## src/rtl/bus_fabric.sv

```systemverilog
// Single-master address decoder and response sequencer for one RAM region plus N_SLV peripheral slots.
// Optional access timeout enabled by defining BUS_TIMEOUT_EN.
module bus_fabric #(
    parameter int          N_SLV       = 7,
    parameter logic [31:0] RAM_BASE    = 32'h1000,
    parameter int          RAM_WORDS   = 256,
    parameter logic [31:0] PERIPH_BASE = 32'h2000,
    parameter int          SLOT_STRIDE = 16,
    parameter int          TIMEOUT     = 15
) (
    input  logic                     clk_i,
    input  logic                     rst_n_i,
    input  logic                     req_i,
    input  logic                     we_i,
    input  logic [31:0]              addr_i,
    input  logic [31:0]              wdata_i,
    output logic [31:0]              rdata_o,
    output logic                     ready_o,
    output logic                     err_o,
    output logic [N_SLV:0]           sel_o,
    output logic                     we_o,
    output logic [15:0]              tgt_addr_o,
    output logic [31:0]              wdata_o,
    input  logic [32*(N_SLV+1)-1:0]  rdata_i,
    input  logic [N_SLV:0]           ack_i,
    output logic [31:0]              fault_addr_o
);

    localparam int NT = N_SLV + 1;
    // Region limits are held in 33 bits so an upper bound near 4 GiB cannot wrap to a small value.
    localparam logic [32:0] RAM_LO = {1'b0, RAM_BASE};
    localparam logic [32:0] RAM_HI = RAM_LO + (33'(RAM_WORDS) * 33'd4);
    localparam logic [32:0] PER_LO = {1'b0, PERIPH_BASE};
    localparam logic [32:0] STRIDE = 33'(SLOT_STRIDE);

    typedef enum logic [1:0] {
        IDLE   = 2'd0,
        ACCESS = 2'd1,
        RESP   = 2'd2
    } state_t;

    state_t          state_r;
    state_t          state_nxt_s;
    logic [NT-1:0]   sel_r;
    logic            we_r;
    logic [15:0]     tgt_r;
    logic [31:0]     wdata_r;
    logic [31:0]     rdata_r;
    logic            ready_r;
    logic            err_r;
    logic [31:0]     fault_r;

    logic [NT-1:0]   dec_sel_s;
    logic [15:0]     dec_off_s;
    logic [32:0]     addr33_s;
    logic [31:0]     sel_rdata_s;
    logic            ack_hit_s;
    logic            tmo_s;
    logic [31:0]     tmo_addr_s;

    // Address decode of the live master address into a one-hot target and word offset.
    always_comb begin
        dec_sel_s = '0;
        dec_off_s = 16'h0000;
        addr33_s  = {1'b0, addr_i};
        if (addr_i[1:0] != 2'b00) begin
            dec_sel_s = '0;
        end else if ((addr33_s >= RAM_LO) && (addr33_s < RAM_HI)) begin
            dec_sel_s[0] = 1'b1;
            dec_off_s    = 16'((addr33_s - RAM_LO) >> 2);
        end else begin
            for (int k = 0; k < N_SLV; k++) begin
                if ((addr33_s >= (PER_LO + STRIDE * 33'(k))) &&
                    (addr33_s <  (PER_LO + STRIDE * 33'(k + 1)))) begin
                    dec_sel_s[k+1] = 1'b1;
                    dec_off_s      = 16'((addr33_s - PER_LO - STRIDE * 33'(k)) >> 2);
                end else begin
                    dec_sel_s[k+1] = 1'b0;
                end
            end
        end
    end

    // Read-data mux and acknowledge filter, both gated by the registered select.
    always_comb begin
        sel_rdata_s = 32'h0000_0000;
        for (int t = 0; t < NT; t++) begin
            sel_rdata_s = sel_rdata_s | (rdata_i[32*t +: 32] & {32{sel_r[t]}});
        end
        ack_hit_s = (state_r == ACCESS) && ((ack_i & sel_r) != '0);
    end

`ifdef BUS_TIMEOUT_EN
    localparam int CNT_W = $clog2(TIMEOUT + 1);
    logic [CNT_W-1:0] cnt_r;
    logic [31:0]      addr_r;

    // Counts ACCESS cycles; cleared whenever the FSM is elsewhere.
    always_ff @(posedge clk_i or negedge rst_n_i) begin
        if (!rst_n_i) begin
            cnt_r <= '0;
        end else if (state_r == ACCESS) begin
            cnt_r <= cnt_r + CNT_W'(1);
        end else begin
            cnt_r <= '0;
        end
    end

    // Keeps the request address so a timeout can report it.
    always_ff @(posedge clk_i or negedge rst_n_i) begin
        if (!rst_n_i) begin
            addr_r <= 32'h0000_0000;
        end else if ((state_r == IDLE) && req_i) begin
            addr_r <= addr_i;
        end else begin
            addr_r <= addr_r;
        end
    end

    assign tmo_s      = (state_r == ACCESS) && (cnt_r == CNT_W'(TIMEOUT - 1));
    assign tmo_addr_s = addr_r;
`else
    assign tmo_s      = 1'b0;
    assign tmo_addr_s = 32'h0000_0000;
`endif

    // FSM state register.
    always_ff @(posedge clk_i or negedge rst_n_i) begin
        if (!rst_n_i) begin
            state_r <= IDLE;
        end else begin
            state_r <= state_nxt_s;
        end
    end

    // FSM next-state logic.
    always_comb begin
        state_nxt_s = state_r;
        case (state_r)
            IDLE: begin
                if (req_i) begin
                    if (dec_sel_s != '0) begin
                        state_nxt_s = ACCESS;
                    end else begin
                        state_nxt_s = RESP;
                    end
                end else begin
                    state_nxt_s = IDLE;
                end
            end
            ACCESS: begin
                if (ack_hit_s || tmo_s) begin
                    state_nxt_s = RESP;
                end else begin
                    state_nxt_s = ACCESS;
                end
            end
            RESP:    state_nxt_s = IDLE;
            default: state_nxt_s = IDLE;
        endcase
    end

    // Target-side and master-side output registers; ack takes priority over a coincident timeout.
    always_ff @(posedge clk_i or negedge rst_n_i) begin
        if (!rst_n_i) begin
            sel_r   <= '0;
            we_r    <= 1'b0;
            tgt_r   <= 16'h0000;
            wdata_r <= 32'h0000_0000;
            rdata_r <= 32'h0000_0000;
            ready_r <= 1'b0;
            err_r   <= 1'b0;
            fault_r <= 32'h0000_0000;
        end else begin
            case (state_r)
                IDLE: begin
                    ready_r <= 1'b0;
                    err_r   <= 1'b0;
                    rdata_r <= 32'h0000_0000;
                    if (req_i && (dec_sel_s != '0)) begin
                        sel_r   <= dec_sel_s;
                        we_r    <= we_i;
                        tgt_r   <= dec_off_s;
                        wdata_r <= wdata_i;
                    end else if (req_i) begin
                        ready_r <= 1'b1;
                        err_r   <= 1'b1;
                        fault_r <= addr_i;
                    end else begin
                        sel_r <= '0;
                    end
                end
                ACCESS: begin
                    if (ack_hit_s) begin
                        sel_r   <= '0;
                        we_r    <= 1'b0;
                        ready_r <= 1'b1;
                        err_r   <= 1'b0;
                        rdata_r <= we_r ? 32'h0000_0000 : sel_rdata_s;
                    end else if (tmo_s) begin
                        sel_r   <= '0;
                        we_r    <= 1'b0;
                        ready_r <= 1'b1;
                        err_r   <= 1'b1;
                        rdata_r <= 32'h0000_0000;
                        fault_r <= tmo_addr_s;
                    end else begin
                        sel_r <= sel_r;
                    end
                end
                RESP: begin
                    sel_r   <= '0;
                    we_r    <= 1'b0;
                    ready_r <= 1'b0;
                    err_r   <= 1'b0;
                    rdata_r <= 32'h0000_0000;
                end
                default: begin
                    sel_r   <= '0;
                    we_r    <= 1'b0;
                    ready_r <= 1'b0;
                    err_r   <= 1'b0;
                end
            endcase
        end
    end

    assign sel_o        = sel_r;
    assign we_o         = we_r;
    assign tgt_addr_o   = tgt_r;
    assign wdata_o      = wdata_r;
    assign rdata_o      = rdata_r;
    assign ready_o      = ready_r;
    assign err_o        = err_r;
    assign fault_addr_o = fault_r;

endmodule

```

## config.mk

```make
export PLATFORM = sky130hd
export DESIGN_NAME = bus_fabric
export DESIGN_NICKNAME = d
export VERILOG_FILES = /design/src/rtl/bus_fabric.sv
export SDC_FILE = /design/constraint.sdc
export NUM_CORES = 1
export LEC_CHECK = 0
export CAP_MARGIN = 25
export CORE_MARGIN = 2
export CORE_UTILIZATION = 25
export CTS_CLUSTER_DIAMETER = 200
export DETAILED_ROUTE_END_ITERATION = 10
export PLACE_DENSITY_LB_ADDON = 0.15
export SYNTH_ARGS = -nofsm -noshare
export SYNTH_HDL_FRONTEND = slang
export SYNTH_SLANG_ARGS = --single-unit
```

## constraint.sdc

```tcl
create_clock -name clk_i -period 2.7 [get_ports clk_i]
set_input_delay 0.54 -clock clk_i [delete_from_list [all_inputs] [get_ports clk_i]]
set_output_delay 0.54 -clock clk_i [all_outputs]
set_load 0.02 [all_outputs]
```

Word-level counts from Yosys, hierarchy flattened
Cells that the tools add are included.

Bits in registers: 125. Output and inout bits: 123. Logic and storage cells: 114. Input port bits: 332.

Reduce and logical (&&, ||, !) cells: 21. Mux-type cells: 38. $lt $le $gt $ge: 16. Eq/ne operators: 5. Add/subtract/negate cells: 8. Bitwise logic cells: 17.

Operators by type and width (number): $and A32 B32 Y32 (8); $ge A32 B14 Y1 const B (7); $lt A32 B14 Y1 const B (7); $or A32 B32 Y32 (7); $mux W16 (9); $mux W32 (2); $pmux W32 S2 (1); $sub A18 B7 Y18 const B (3); $sub A18 B6 Y18 const B (2); $ge A32 B13 Y1 const B (1); $lt A32 B13 Y1 const B (1); $mux W8 (4); $sub A18 B13 Y18 const B (1); $sub A18 B14 Y18 const B (1); $sub A18 B5 Y18 const B (1); $pmux W8 S2 (1); $reduce_bool A8 Y1 (2); $mux W1 (13); $logic_and A1 B1 Y1 (10); $and A8 B8 Y8 (1); $reduce_and A2 Y1 (4); $mux W7 (1); $mux W2 (3); $pmux W1 S2 (3); other kinds (10) (12).

Longest topological paths before layout
Gate-level depths: netlist (run 1).

Depth in word-level cells: 11. Mapped depth: 14. Mapped depth without buffers: 10.

Worst setup path after synthesis (run 1)
OpenSTA, ideal clock, no wires.

Path kind: in2reg. Start point: input addr_i[12]. End point: register sel_r[3] (netlist: sel_o[3]). Data arrival time: 3.136 ns. Buffers on the path: 3. Cell stages on the path: 13. Library setup time: 0.121 ns. Required time: 2.579 ns. Setup slack: -0.557 ns. Path through: clkbuf_1 inv_1 ha_1 buf_2 nor3b_1 nand3_1 a2111oi_4 a211oi_2 nand4_4 a21oi_4 or2_1 buf_2 a22o_1.

Word-level cells in the longest chain between the ends: 9. Elaborated cells between the ends (all ways): 40. Those cells by class: order compare (16); eq/ne (1); mux (12); reduce/logical (11).

Ends and longest elaborated chain: start: declaration (RTL line 15) `input logic [31:0] addr_i,`; $ge A32 B14 Y1 / $lt A32 B14 Y1 (equally long branches) (RTL line 73, 74); $logic_and A1 B1 Y1 (RTL line 73) `if ((addr33_s >= (PER_LO + STRIDE * 33'(k))) &&`; $mux W1 (RTL line 73); $mux W7 (RTL line 68) `end else if ((addr33_s >= RAM_LO) && (addr33_s < RAM_HI)) begin`; $mux W8 (*) (RTL line 66) `if (addr_i[1:0] != 2'b00) begin`; $reduce_bool A8 Y1 (RTL line 180) `if (req_i && (dec_sel_s != '0)) begin`; $logic_and A1 B1 Y1 (RTL line 180); $mux W8 / $ne A3 B3 Y1 (equally long branches); $pmux W8 S2 / $reduce_and A2 Y1 (equally long branches); end signal: assignment (RTL line 181) `sel_r <= dec_sel_s;`; end signal: assignment (RTL line 208) `sel_r <= sel_r;`; end: declaration (RTL line 44) `logic [NT-1:0] sel_r;`.

Mark *: on every way between the ends. The rest lies on a longest branch, timed or not. A chain may end at the register's enable or synchronous reset.

Worst setup path after layout (run 1)
Start point: input addr_i[11]. End point: register tgt_r[15] (netlist: tgt_addr_o[15]).

Word-level cells in the longest chain between the ends: 11. Elaborated cells between the ends (all ways): 54. Those cells by class: add/sub (8); order compare (16); mux (19); reduce/logical (11).

Ends and longest elaborated chain: parallel branches: the longest is 11 deep, another holds $sub A18 B14 Y18; end signal: assignment (RTL line 183) `tgt_r <= dec_off_s;`; end: declaration (RTL line 46) `logic [15:0] tgt_r;`.

Several ways; the timed one is not identified.

==> flow_summary.toml, run 1 <==
[power_and_ir_drop]
ir_worst_vdd_v = 0.0003294
p_leak_nw = 7.002
p_per_area_nw_per_um2 = 307.7

[timing]
rsz0062_at_grt = "true"
fin_ws_ns = -0.03083
timing.fmax_ghz = 0.3662
maxSlewViolCount = 0
period_share_pct = 101.1
worstMarginPinSlew_ns = 0.5868
skew_ns = 0.01008
setup_violations = 12
period_needed_ns = 2.731
max-slew-margin-rel_pct = 60.33
hold_violations = 0

[clock_tree]
cts_max_path_buffers = 2
cts_buffers = 17
cts-root-buf = "clkbuf_16"
worstSkewPairLatency_ns = 0.42
cts_htree_levels = 4
clk_pin_slew_ns = 0.07
cts_sinks = 125
cts_tree = "yes"

[final_layout]
fin_area_um2 = 16530
fillers = 3152
syn2layout_area_growth_pct = 91.95
final_common_cell = "clkdlybuf4s50_1"
final_cell_mix = "clkdlybuf4s50_1 (421), buf_4 (216), a22oi_1 (137)"
nets = 1894
drive_gt1_share_pct = 28.01
antenna_cells = 0
post-route-util_pct = 49.05

[route]
vias_per_cell = 5.290
vias = 10590
dr.pass1.iters = 5
wl_um = 49340
drt_iter0_drc = 727
wl_per_cell_um = 24.66
ant_nets = 0
drc = 0

[logic_synthesis]
synth_edf_count = 0
synthFlopType = "dfrtp_1"
ys_ff_latch = 125
synth-async-reset-ratio_pct = 100.0
ys_seq_area_share_pct = 36.32
syn-cell-area_um2 = 8612
synth_area_leaders = "dfrtp_1 (36%), a22oi_1 (12%), mux2_1 (4.4%)"
post-synth-top-area-fraction_pct = 36.32
syn_nets = 1258
yosysWarnings = 0
synth_cell_type_count = 77
syn_avg_cell_area_um2 = 9.527
synthCells = 904
synth_top_area_cell = "dfrtp_1"

[floorplan]
core-area_um2 = 33700
row_count = 67
start_util_pct = 25.56
die_y_um = 189.6
die_w_um = 189.6
io_pins = 455
die_area_um2 = 35950

[place]
place.gp.congestion = 0.9757
io_buffers = 454
dp_hpwl_um = 38970
postPlaceCellArea_um2 = 15140

[global_route]
antenna_found_initial = 1
grt_max_degree = 44
grt_pass1_wl_um = 70800
overflow = 0
gr-usage-all-layers_pct = 26.29
grt_pass1_vias = 10620

[worst_setup_path]
cp-end-kind = "flip-flop"
arrival_ns = 3.03
required_ns = 3.00
worstSetupPathType = "in2reg"
crit_path_start_kind = "input pin"
crit_path_max_fanout = 7
reg2reg_depth = 6

[hold_path]
hp-class = "in2async"

[run_status]
outcome = "finished with violations"
violations = "setup timing"

[run]
max_cap_violations = 0
## cells by family (layout without fill, tap and decap cells)
kind of cell	after synthesis	in the layout	share of synthesized area, %
AO/OA/AOI/OAI	336	336	28.98
AND/OR/NAND/NOR	221	221	14.24
flip-flops	125	125	36.32
buffers and inverters	96	745	4.649
multiplexers	74	74	9.560
XOR/XNOR	30	30	3.051
adder cells (fa/ha/maj)	22	22	3.196
## final timing paths
kind | from | endpoint | slack (ns)
setup / recovery | addr_i[11] | tgt_addr_o[15] | -0.03
hold / removal | rst_n_i | rdata_o[25] | 0.02
setup reg to reg | sel_o[0] | rdata_o[20] | 0.54
hold reg to reg | err_o | err_o | 0.48
max in group asynchronous | rst_n_i | rdata_o[0] | 1.91
min in group clk_i | addr_i[28] | fault_addr_o[28] | 0.35
## cell usage after synthesis (all sizes together), types with 6 or more instances
master	n
o2bb2ai	6
o31ai	8
xnor2	25
nand2	50
ha	22
o21ai	48
nand3	21
nor3	17
inv	15
nor4	9
buf	22
a21o	9
clkbuf	58
dfrtp	125
nand4	47
a22o	34
a22oi	137
nor2	38
o211ai	7
mux2	66
and2	9
a21oi	31
mux2i	8
a31oi	11
## registers in the layout, indices dropped and copies added (netlist names)
register and flops:
fault_addr_o 32, rdata_o 32, wdata_o 32, tgt_addr_o 16
sel_o 8, state_r 2, err_o 1, ready_o 1
we_o 1
## worst max-delay path: stages
cell and delay, ns:
clkdlybuf4s15_2 0.23, nor4_2 0.27, buf_4 0.21, buf_4 0.13
nand2_1 0.09, nor3_2 0.48, o31ai_4 0.16, nand4_4 0.15
buf_6 0.13, nand2_8 0.09, buf_6 0.15, a21o_1 0.18
a31o_2 0.22
## timing repair
item,in CTS,in global routing
gates cloned,5,2
setup buffers,20,9
pin swaps,25,23
endpoints found under the setup margin,93,91
gates resized for setup,142,85
hold buffers,0,0
## cell type report
type / instances / area (um2) / area share, %
Tap cell: 448 / 560.5 / 3.391
Sequential cell: 125 / 3128 / 18.92
Multi-Input combinational cell: 683 / 5639 / 34.11
Clock inverter: 15 / 151.4 / 0.9158
Inverter: 16 / 70.07 / 0.4239
Clock buffer: 17 / 425.4 / 2.573
Timing Repair Buffer: 697 / 6556 / 39.66
## power breakdown
group / switching [mW] / internal [mW] / leakage, nW
registers: 0 / 1.87 / 1.74
logic: 0.365 / 0.601 / 4.98
clock network: 1.02 / 1.23 / 0.282
## stage by stage
| step | setup WS, ns | instances | setup TNS, ns | hold slack, ns | power, mW |
|---|---|---|---|---|---|
| 6_report | -0.03083 | 2001 | -0.1591 | 0.01965 | 5.087 |
| 3_5_place_dp | -0.9359 | 1935 | -77.39 | 0.4646 | 2.846 |
| 2_1_floorplan | -0.2128 | 904 | -12.93 | 0.2444 | 2.089 |
| 5_1_grt | -0.1312 | 2001 | -4.885 | 0.04403 | 5.296 |
| 3_3_place_gp | -0.9594 | 1935 | -73.99 | 0.4648 | 2.846 |
| 4_1_cts | -0.03404 | 1991 | -0.2585 | 0.04114 | 5.143 |
## per-layer routing
metal  share of wire (%)  vias up  track usage, %  wire, um
met3                 5.8       59           4.151      2841
met4                 2.1        2           6.828      1022
li1                    -     4803               -         -
met1                  40     5313           31.40     19540
met2                  53      409           48.84     25930
met5               0.026        -               0        13
No activity file was read; power rests on OpenSTA's default activity.
==> run 2, diff against run 1 <==
CAP_MARGIN = 20   (was 25)
CELL_PAD_IN_SITES_DETAIL_PLACEMENT = 0   (was default)
CELL_PAD_IN_SITES_GLOBAL_PLACEMENT = 1   (was default)
==> flow_summary.toml, run 2 (synthesis gave the netlist of run 1 again) <==
[clock_tree]
cts_buffers = 17
cts_htree_levels = 4
cts_tree = "yes"
worstSkewPairLatency_ns = 0.43
clk_pin_slew_ns = 0.08
cts_sinks = 125
cts_max_path_buffers = 2
cts-root-buf = "clkbuf_16"

[timing]
period_needed_ns = 2.804
rsz0062_at_grt = "true"
setup_violations = 63
skew_ns = 0.01551
worstMarginPinSlew_ns = 0.5835
timing.fmax_ghz = 0.3567
hold_violations = 0
fin_ws_ns = -0.1036
max-slew-margin-rel_pct = 61.10
maxSlewViolCount = 0
whs_ns = 0.05822
period_share_pct = 103.8

[worst_setup_path]
crit_path_max_fanout = 7
critPathSlowestCell = "or3b_4"
required_ns = 3.00
path_delay_family = "buffers and inverters"
worstSetupPathType = "in2reg"
arrival_ns = 3.11
cp.buffers_inverters = 7
r2r_slack_ns = 0.59
cp-end-kind = "flip-flop"
crit_chain = "buf_8 -> buf_6 -> inv_8 -> ha_4 -> or3b_4 -> nor2_4 -> a2111oi_4 -> buf_4 -> o31ai_4 -> nand4_4 -> a21oi_4 -> buf_6 -> buf_6 -> buf_12 -> mux2_4"
max_stage_delay_ns = 0.44
crit_path_frequent_cell = "buf_6"
crit_path_start_kind = "input pin"

[final_layout]
syn2layout_area_growth_pct = 95.93
multiInputGateArea_um2 = 5669
final_common_cell = "clkdlybuf4s50_1"
post-route-util_pct = 50.07
final_cell_mix = "clkdlybuf4s50_1 (421), buf_4 (223), a22oi_1 (137)"
regArea_um2 = 3128
fillers = 3205
drive_gt1_share_pct = 29.28
nets = 1912

[route]
drt_iter0_drc = 661
wl_per_cell_um = 25.66
vias_per_cell = 5.278
vias = 10680
ant_nets = 0
drc = 0
wl_um = 51910
dr.pass1.iters = 5

[floorplan]
core-area_um2 = 33700
start_util_pct = 25.56
die_y_um = 189.6
row_count = 67
io_pins = 455
die_area_um2 = 35950
die_w_um = 189.6

[global_route]
grt_max_degree = 52
grt_pass1_vias = 10650
antenna_found_initial = 4
grt_pass1_wl_um = 72150
gr-usage-all-layers_pct = 27.33
overflow = 0

[power_and_ir_drop]
ir_worst_vdd_v = 0.0004070
p_per_area_nw_per_um2 = 316.3
p_leak_nw = 7.056

[place]
io_buffers = 454
place.gp.congestion = 0.9502
dp_hpwl_um = 40340

[run_status]
outcome = "finished with violations"
violations = "setup timing"

[hold_path]
hp-class = "in2async"

[run]
max_cap_violations = 0
[run 2: changes by cell type in the layout (fill, tap and decap cells not counted), moves of 5 or more]
cell / before / now
dlygate4sd2_1: 5 / 12
o2bb2ai_2: 0 / 5
buf_4: 216 / 223
mux2_4: 57 / 32
mux2_2: 2 / 29
o2bb2ai_1: 6 / 1
[run 2: stage by stage]
stage          setup TNS (ns)  total power, mW  instances  setup slack (ns)  area, um2
6_report               -3.030            5.338       2023           -0.1036      16870
2_1_floorplan          -12.93            2.089        904           -0.2128       8853
3_3_place_gp           -68.42            2.847       1937           -0.9813      15190
3_5_place_dp           -70.06            2.847       1937           -0.8579      15190
5_1_grt                -6.991            5.525       2023           -0.1641      16870
4_1_cts                -1.807            5.383       2000          -0.09262      16370
[run 2: timing repair]
| item | CTS | global route |
|---|---|---|
| buffers inserted | 29 | 13 |
| endpoints found under the setup margin | 93 | 88 |
| hold endpoints to repair | 0 | 0 |
| gates cloned | 3 | 6 |
| pin swaps | 27 | 27 |
| hold buffers | 0 | 0 |
| resized for setup | 147 | 66 |
[run 2: layer usage]
| layer | up-vias | track usage (%) | share of wire (%) |
|---|---|---|---|
| met2 | 425 | 48.27 | 51 |
| met3 | 83 | 4.833 | 6.0 |
| met1 | 5319 | 32.95 | 40 |
| met5 | - | 0 | 0 |
| li1 | 4850 | - | - |
| met4 | 0 | 10.70 | 3.7 |
[run 2: layout make-up]
class	instances	share of cell area (%)
clock buffer	17	2.521
clock inverter	15	1.194
tap	448	3.322
antenna	4	0.05932
multi-input combinational	683	33.60
inverter	16	0.4152
sequential	125	18.54
timing repair buffer	715	40.35
[run 2: path summary, 6_finish.rpt]
path / from / endpoint / cells past startpoint
max in group asynchronous: rst_n_i / rdata_o[2] / 2
max reg2reg: state_r[0] / tgt_addr_o[12] / 8
min in group clk_i: addr_i[21] / fault_addr_o[21] / 2
max: addr_i[12] / fault_addr_o[29] / 15
min: rst_n_i / fault_addr_o[13] / 1
min reg2reg: err_o / err_o / 1
[run 2: where the power goes]
group / total, mW / switching (mW) / internal, mW
clock network: 2.49 / 1.15 / 1.34
logic: 0.972 / 0.370 / 0.602
registers: 1.87 / 0 / 1.87
